`src/rtl/zn_wlx_fsk_pkg.sv`:
```
// Shared definitions for the FSK front-end blocks: crossing FSM state encoding and
// threshold sanity check.
package zn_wlx_fsk_pkg;

    typedef enum logic [1:0] {
        S_WAIT_LOW = 2'd0,
        S_ARMED    = 2'd1,
        S_HIGH     = 2'd2,
        S_LOW      = 2'd3
    } state_e;

    function automatic bit thr_ok(input int unsigned lo, input int unsigned hi);
        return lo < hi;
    endfunction

endpackage

```
`src/rtl/zn_wlx_period_avg.sv`:
```
// Accumulates 2^AVG_LOG2 period samples and presents their truncated mean together with
// a strobe on the sample that completes the window.
module zn_wlx_period_avg
    import zn_wlx_fsk_pkg::*;
#(
    parameter int unsigned CW       = 16,
    parameter int unsigned AVG_LOG2 = 0
) (
    input  logic          sample_clk,
    input  logic          rst,
    input  logic          clear,
    input  logic          sample_valid,
    input  logic [CW-1:0] sample,
    output logic [CW-1:0] result,
    output logic          done
);

    localparam int unsigned AW = CW + AVG_LOG2;
    // Keep the window counter at least one bit wide so AVG_LOG2 = 0 still elaborates.
    localparam int unsigned NW = (AVG_LOG2 > 0) ? AVG_LOG2 : 1;
    localparam logic [NW-1:0] LAST = NW'((1 << AVG_LOG2) - 1);

    logic [AW-1:0] acc;
    logic [NW-1:0] avg_cnt;
    logic [AW-1:0] sum;

    assign sum    = acc + AW'(sample);
    assign done   = sample_valid && !clear && (avg_cnt == LAST);
    assign result = CW'(sum >> AVG_LOG2);

    always_ff @(posedge sample_clk or negedge rst) begin
        if (!rst) begin
            acc     <= '0;
            avg_cnt <= '0;
        end else if (clear || done) begin
            acc     <= '0;
            avg_cnt <= '0;
        end else if (sample_valid) begin
            acc     <= sum;
            avg_cnt <= avg_cnt + NW'(1);
        end
    end

endmodule

```
`src/rtl/zn_wlx_period_meter.sv`:
```
// Hysteresis period meter: counts sample_clk cycles between qualified rising crossings,
// averages them and flags loss of signal after a timeout.
module zn_wlx_period_meter
    import zn_wlx_fsk_pkg::*;
#(
    parameter int unsigned DW       = 8,
    parameter int unsigned THR_HI   = 150,
    parameter int unsigned THR_LO   = 100,
    parameter int unsigned CW       = 16,
    parameter int unsigned AVG_LOG2 = 0,
    parameter int unsigned TIMEOUT  = 65535
) (
    input  logic          sample_clk,
    input  logic          rst,
    input  logic          en,
    input  logic [DW-1:0] data_in,
    output logic [CW-1:0] period_out,
    output logic          period_valid,
    output logic          signal_lost
);

    if (!thr_ok(THR_LO, THR_HI)) begin : g_bad_thr
        $error("zn_wlx_period_meter: THR_LO must be below THR_HI");
    end
    if (TIMEOUT < 2 || 64'(TIMEOUT) > ((64'd1 << CW) - 64'd1)) begin : g_bad_timeout
        $error("zn_wlx_period_meter: TIMEOUT out of range for CW");
    end

    localparam logic [DW-1:0] THR_HI_V  = DW'(THR_HI);
    localparam logic [DW-1:0] THR_LO_V  = DW'(THR_LO);
    localparam logic [CW-1:0] TIMEOUT_V = CW'(TIMEOUT);

    state_e        state;
    logic [CW-1:0] cnt;
    logic [CW-1:0] cnt_inc;
    logic          rise;
    logic          fall;
    logic          counting;
    logic          crossing;
    logic          timeout;
    logic          sample_stb;
    logic          avg_clear;
    logic [CW-1:0] avg_result;
    logic          avg_done;

    assign rise     = data_in >= THR_HI_V;
    assign fall     = data_in <= THR_LO_V;
    assign counting = (state == S_HIGH) || (state == S_LOW);
    assign crossing = ((state == S_HIGH) && fall) || ((state == S_LOW) && rise);
    // A crossing on the timeout edge takes precedence, so cnt may briefly pass TIMEOUT.
    assign timeout  = en && counting && !crossing && (cnt >= TIMEOUT_V);
    assign sample_stb = en && (state == S_LOW) && rise;
    assign avg_clear  = !en || timeout;
    assign cnt_inc    = (cnt == '1) ? cnt : cnt + CW'(1);

    zn_wlx_period_avg #(
        .CW       (CW),
        .AVG_LOG2 (AVG_LOG2)
    ) u_avg (
        .sample_clk   (sample_clk),
        .rst          (rst),
        .clear        (avg_clear),
        .sample_valid (sample_stb),
        .sample       (cnt),
        .result       (avg_result),
        .done         (avg_done)
    );

    always_ff @(posedge sample_clk or negedge rst) begin
        if (!rst) begin
            state        <= S_WAIT_LOW;
            cnt          <= '0;
            period_out   <= '0;
            period_valid <= 1'b0;
            signal_lost  <= 1'b0;
        end else begin
            period_valid <= 1'b0;
            if (!en) begin
                state <= S_WAIT_LOW;
                cnt   <= '0;
            end else begin
                unique case (state)
                    S_WAIT_LOW: begin
                        if (fall) state <= S_ARMED;
                    end
                    S_ARMED: begin
                        if (rise) begin
                            cnt   <= CW'(1);
                            state <= S_HIGH;
                        end
                    end
                    S_HIGH: begin
                        if (timeout) begin
                            cnt   <= '0;
                            state <= S_WAIT_LOW;
                        end else begin
                            cnt <= cnt_inc;
                            if (fall) state <= S_LOW;
                        end
                    end
                    S_LOW: begin
                        if (rise) begin
                            cnt   <= CW'(1);
                            state <= S_HIGH;
                        end else if (timeout) begin
                            cnt   <= '0;
                            state <= S_WAIT_LOW;
                        end else begin
                            cnt <= cnt_inc;
                        end
                    end
                    default: state <= S_WAIT_LOW;
                endcase

                if (timeout) begin
                    signal_lost <= 1'b1;
                    period_out  <= '0;
                end else if (avg_done) begin
                    period_out   <= avg_result;
                    period_valid <= 1'b1;
                    signal_lost  <= 1'b0;
                end
            end
        end
    end

endmodule

```
`config.mk`:
```
export PLATFORM = sky130hd
export DESIGN_NAME = zn_wlx_period_meter
export DESIGN_NICKNAME = d
export VERILOG_FILES = /design/src/rtl/zn_wlx_fsk_pkg.sv /design/src/rtl/zn_wlx_period_avg.sv /design/src/rtl/zn_wlx_period_meter.sv
export SDC_FILE = /design/constraint.sdc
export NUM_CORES = 1
export LEC_CHECK = 0
export BUFFER_PORTS_ARGS = -buffer_cell sky130_fd_sc_hd__clkbuf_2
export CAP_MARGIN = 0
export CORE_MARGIN = 10
export CORE_UTILIZATION = 35
export DETAILED_ROUTE_END_ITERATION = 16
export GPL_ROUTABILITY_DRIVEN = 0
export PLACE_DENSITY = 0.62
export SYNTH_ARGS = -nofsm -noshare
export SYNTH_HDL_FRONTEND = slang
export SYNTH_SLANG_ARGS = --single-unit
```
`constraint.sdc`:
```
create_clock -name sample_clk -period 3 [get_ports sample_clk]
set_input_delay 0.6 -clock sample_clk [delete_from_list [all_inputs] [get_ports sample_clk]]
set_output_delay 0.6 -clock sample_clk [all_outputs]
set_load 0.02 [all_outputs]
```
======== After elaboration in Yosys (flattened, before gate mapping) ========
Index checks and enable logic that the tools add are counted.
word-level totals
  logic and storage cells ................. 70
  output and inout port bits .............. 18
  register bits ........................... 53
  input port bits ......................... 11
cells by class
  add/subtract/negate cells ............... 3
  reduce and logical (&&, ||, !) cells .... 22
  bitwise gates (word level) .............. 1
  $lt $le $gt $ge ......................... 3
  equal/unequal tests ..................... 9
  multiplexer cells ....................... 25
operators with widths
  cell                   number
  $mux 16                9
  $pmux 16 s3            1
  $add 16x1->16 const B  1
  $add 16x16->16         1
  $eq 16x16->1 const B   1
  $ge 16x16->1 const B   1
  $mux 2                 7
  $logic_and 1x1->1      9
  $ge 8x8->1 const B     1
  $le 8x7->1 const B     1
  $ne 4x4->1 const B     2
  $pmux 2 s4             1
  $mux 1                 7
  $ne 3x3->1 const B     2
  $eq 2x2->1 const B     2
  $logic_or 1x1->1       4
  $ne 4x1->1 const B     1
  $reduce_and 2->1       2
  $reduce_and 4->1       1
  $reduce_bool 2->1      2
  $logic_not 1->1        3
  $eq 2x1->1 const B     1
  $logic_not 2->1        1
  $add 1x1->1 const B    1
  $not 1->1              1

======== Depth between registers and ports, before layout ========
  depth after elaboration ................. 13
  depth in mapped cells ................... 9
  mapped depth without buffers ............ 8

======== Cells and area by module ========
Synthesis repeated with hierarchy kept, for this count alone.
second synthesis, totals
  cell total of the unflattened synthesis .. 338
  area, all modules ....................... 3344.5 um2
modules (own cells, without submodules)
  module               cells an instance  instances  area each (um2)  seq. area each (um2)
  zn_wlx_period_meter  188                1          1896.8           900.9
  zn_wlx_period_avg    150                1          1447.6           425.4

======== Worst setup path after synthesis ========
OpenSTA, ideal clock, no wires.
  path type ............................... register to register
  start point ............................. register cnt[0]
  end point ............................... register period_out[12]
  path slack .............................. 684 ps
  arrival ................................. 2188 ps
  clock period less this slack ............ 2316 ps
  library setup time ...................... 128 ps
  path buffers ............................ 0
  required time ........................... 2872 ps
  stages on the path, launching flop included .. 9
  cells stage by stage .................... dfrtp_1 -> ha_1 -> fa_1 -> a21o_1 -> a221oi_1 -> a21oi_1 -> o22a_1 -> xnor2_1 -> o21ai_0
on the way
  word-level cells in the longest chain between the ends .. 8
  elaborated cells on any way between the ends .. 11
  those cells by class .................... add/sub (1); order compare (1); mux (2); reduce/logical (7)
RTL lines
  element                         RTL line                    RTL
  start, declared                 zn_wlx_period_meter.sv:34   logic [CW-1:0] cnt;
  start signal, assigned          zn_wlx_period_meter.sv:97   cnt <= cnt_inc;
  start signal, assigned          zn_wlx_period_meter.sv:109  cnt <= cnt_inc;
  $ge 16x16->1                    zn_wlx_period_meter.sv:51   assign timeout = en && counting && !crossing && (cnt >= TIMEOUT_V);
  $logic_and 1x1->1               zn_wlx_period_meter.sv:51
  $logic_or 1x1->1                zn_wlx_period_meter.sv:53   assign avg_clear = !en || timeout;
  $logic_not 1->1                 zn_wlx_period_avg.sv:28     assign done = sample_valid && !clear && (avg_cnt == LAST);
  $logic_and 1x1->1 (2 in a row)  zn_wlx_period_avg.sv:28
  $reduce_bool 2->1 (no line)     n/a
  $reduce_and 2->1 (no line)      n/a
  end signal, assigned            zn_wlx_period_meter.sv:119  period_out <= avg_result;
  end, declared                   zn_wlx_period_meter.sv:17   output logic [CW-1:0] period_out,
Several ways; a longest one is shown, not always the timed one. The select of a mux whose other input is x is not followed.
A chain may end at the register's enable or synchronous reset.

======== Worst setup path after layout ========
Same ends and word-level chain as after synthesis.

==> flow_metrics.py <==
metrics = {
    "global_routing": {
        "grt.total_usage": 0.1135,
        "grt_pass1_vias": 2526,
        "grt_pass1_wl_um": 12320,
        "grt_max_degree": 54,
        "grt_remaining_overflow": 0,
        "grt_antenna_before_repair": 0,
    },
    "clocking": {
        "numCtsBuffers": 5,
        "hold_buffers": 0,
        "h-tree-depth": 2,
        "cts_tree": "yes",
        "cts_resized": 0,
        "root_buffer": "clkbuf_8",
        "clk_pin_slew_ns": 0.11,
        "post-cts-setup-buffers": 0,
        "clockBufferDepth": 2,
        "insertion_delay_ns": 0.31,
        "clock_sinks": 53,
    },
    "finish": {
        "final_cell_area_mm2": 0.003500,
        "final_layout_size_suffix_gt1_frac": 0.1445,
        "nNetsFinal": 373,
        "fin_cells": 454,
        "antenna_cells": 0,
        "areaGrowthSynthToFinish_pct": 10.82,
    },
    "routing": {
        "drtIter0Drc": 104,
        "wl_um": 7263,
        "vias_per_cell": 5.531,
        "ant_nets": 0,
        "num_vias": 2511,
        "drc_errors": 0,
        "wire_per_inst_um": 16.00,
        "dr.pass1.iters": 4,
    },
    "setup_path": {
        "critPathTopFamily": "compound AO/OA/AOI/OAI gates",
        "cp.arrival_ns": 2.85,
        "crit_fanout": 4,
        "endpoint_kind": "flop",
        "crit_type": "reg2reg",
        "worst-endpoint-required_ns": 3.19,
        "max_stage_delay_ns": 0.46,
        "path_cells": "ha_1, fa_1, a21o_1, a221oi_1, a21oi_1, o22a_1, xnor2_1, o21ai_0",
        "startpoint_type": "flop",
        "cpMaxStageDelayCell": "a221oi_1",
        "critPathBufInv": 0,
    },
    "worst_hold_path": {
        "hold_class": "in2async",
    },
    "power_and_ir_drop": {
        "p_seq_frac": 0.573,
        "comb_power_share": 0.101,
        "internal-power_mw": 0.9397,
        "total_power_mw": 1.305,
        "power_density_mw_per_mm2": 372.9,
        "vdd_ir_drop_max_mv": 0.1842,
        "p_sw_mw": 0.3652,
        "clkPwrFrac": 0.326,
        "static-leakage-power_nw": 1.716,
        "swShare": 0.2799,
    },
    "sta": {
        "finalSetupViolCount": 0,
        "max-slew-margin-rel": 0.4510,
        "max_freq_mhz": 376.0,
        "final_hold_viol_count": 0,
        "rsz0062_at_grt": "false",
        "setup_ws_ns": 0.3406,
        "finalClockSkew_ns": 0.008329,
        "period_share": 0.8865,
        "worst_slew_pin_slew_ns": 0.8234,
        "fin_tns_setup_ns": 0,
        "report.final.slew_viol_count": 0,
        "period_needed_ns": 2.659,
    },
    "placed_design": {
        "dp_cells": 446,
        "portBuffers": 28,
        "dpl.hpwl_um": 5238,
        "postPlaceCellArea_mm2": 0.003410,
        "dp_slack_ns": 0.3687,
    },
    "synth": {
        "ys_seq_area_frac": 0.4200,
        "yosys_warnings": 0,
        "synth_top_area_share": 0.4200,
        "ys_types": 58,
        "syn-num-nets": 343,
        "synth_ff_type": "dfrtp_1",
        "synth_edf_count": 0,
        "synth.avg_cell_area_um2": 10.03,
        "async_flop_share": 1.000,
        "syn_area_mm2": 0.003158,
        "syn_inst": 315,
        "synth_area_leaders": "dfrtp_1, ha_1, a22o_1",
        "yosysTopAreaCell": "dfrtp_1",
        "yosys_register_bits": 53,
    },
    "floorplan": {
        "die_area_mm2": 0.01322,
        "fp.dieW_um": 115.0,
        "core_mm2": 0.008763,
        "io_pins": 29,
        "die_y_um": 115.0,
        "start_util": 0.3604,
        "num_rows": 34,
    },
    "status": {
        "status": "complete, no violations",
    },
    "flow_run": {
        "max_cap_viol_count": 0,
    },
}
[cell usage after synthesis, types with 3 or more instances]
cell type,number
a32o_1,4
nor2b_1,3
o21a_1,7
xor2_1,10
nor3_1,6
nand2_1,20
inv_1,5
nand2b_1,3
o21ai_0,15
a21o_1,7
a22o_1,22
and4_1,3
and3_1,5
nand4_1,4
o211ai_1,4
a31oi_1,7
nand3_1,13
xnor2_1,9
o22a_1,3
a21oi_1,19
ha_1,16
nor2_1,22
dfrtp_1,53
buf_2,4
and2_1,3
clkbuf_1,3
or3_1,3
[kinds of logic (layout without fill, tap and decap cells)]
logic type | count (synthesis) | in the layout | share of synthesized area
xor gates and xnor gates | 19 | 19 | 0.05269
DFF | 53 | 53 | 0.4200
and+or+nand+nor | 97 | 97 | 0.1652
AOI/OAI and AO/OA | 113 | 113 | 0.2651
muxes | 1 | 1 | 0.003170
adders and majority gates | 17 | 17 | 0.06973
buffers and inverters | 15 | 46 | 0.02417
[state kept, by name, indices dropped and copies added, names as in the netlist]
register / count
cnt: 16
period_out: 16
u_avg.acc: 16
state: 2
period_valid: 1
signal_lost: 1
u_avg.avg_cnt: 1
[power groups by stage]
stage / logic [mW] / registers, mW / clock network (mW)
finish: 0.131 / 0.748 / 0.426
global route: 0.150 / 0.750 / 0.463
CTS: 0.134 / 0.748 / 0.437
detailed placement: 0.133 / 0.762 / 0
global placement: 0.133 / 0.761 / 0
floorplan: 0.0856 / 0.758 / 0
[layer usage]
metal  vias up  part of all wire  track usage
li1       1260                 -            -
met1      1190              0.49       0.1570
met4         0             0.011      0.03465
met3         6             0.053      0.02604
met5         -                 0            0
met2        55              0.44       0.1715
[path summary, 6_finish.rpt]
path / start / slack, ns / depth (start not counted) / to
max: cnt[0] / 0.34 / 8 / period_out[12]
min: rst / 0.40 / 2 / period_out[5]
max reg2reg: cnt[0] / 0.34 / 8 / period_out[12]
min reg2reg: period_out[15] / 0.49 / 2 / period_out[15]
max in group asynchronous: rst / 2.16 / 2 / period_out[12]
min in group sample_clk: period_out[15] / 0.49 / 2 / period_out[15]
[through the flow]
stage | hold WS (ns) | util
after global placement | 0.4691 | 0.3891
after detailed placement | 0.4692 | 0.3891
final | 0.4014 | 0.3993
after floorplan | 0.3044 | -
after CTS | 0.4278 | 0.3993
after global routing | 0.4618 | 0.3993
[cell usage in the layout, fill, tap and decap left out, types with 4 or more instances in the layout]
cell	instances
xor2_1	10
clkbuf_2	28
nor3_1	6
ha_1	16
xnor2_1	9
inv_1	5
a21o_1	7
nand2_1	20
a32o_1	4
a31oi_1	7
a21oi_1	19
dfrtp_1	53
nor2_1	22
buf_4	4
a22o_1	22
and3_1	5
clkbuf_8	5
o211ai_1	4
o21ai_0	15
nand3_1	13
o21a_1	7
nand4_1	4
[worst reg2reg max path: stages, from the launching register on]
cell      delay, ns
dfrtp_1        0.44
ha_1           0.26
fa_1           0.41
a21o_1         0.19
a221oi_1       0.46
a21oi_1        0.22
o22a_1         0.26
xnor2_1        0.21
o21ai_0        0.10
[cell type report]
cell class / count / area, µm²
clock buffers: 5 / 68.82
clock inverters: 3 / 21.27
fillers: 876 / 5264
inverters: 6 / 22.52
multi-input cells: 247 / 1755
flip-flops and latches: 53 / 1326
well taps: 108 / 135.1
repair buffers: 32 / 170.2
(Power assumes the default switching activity.)
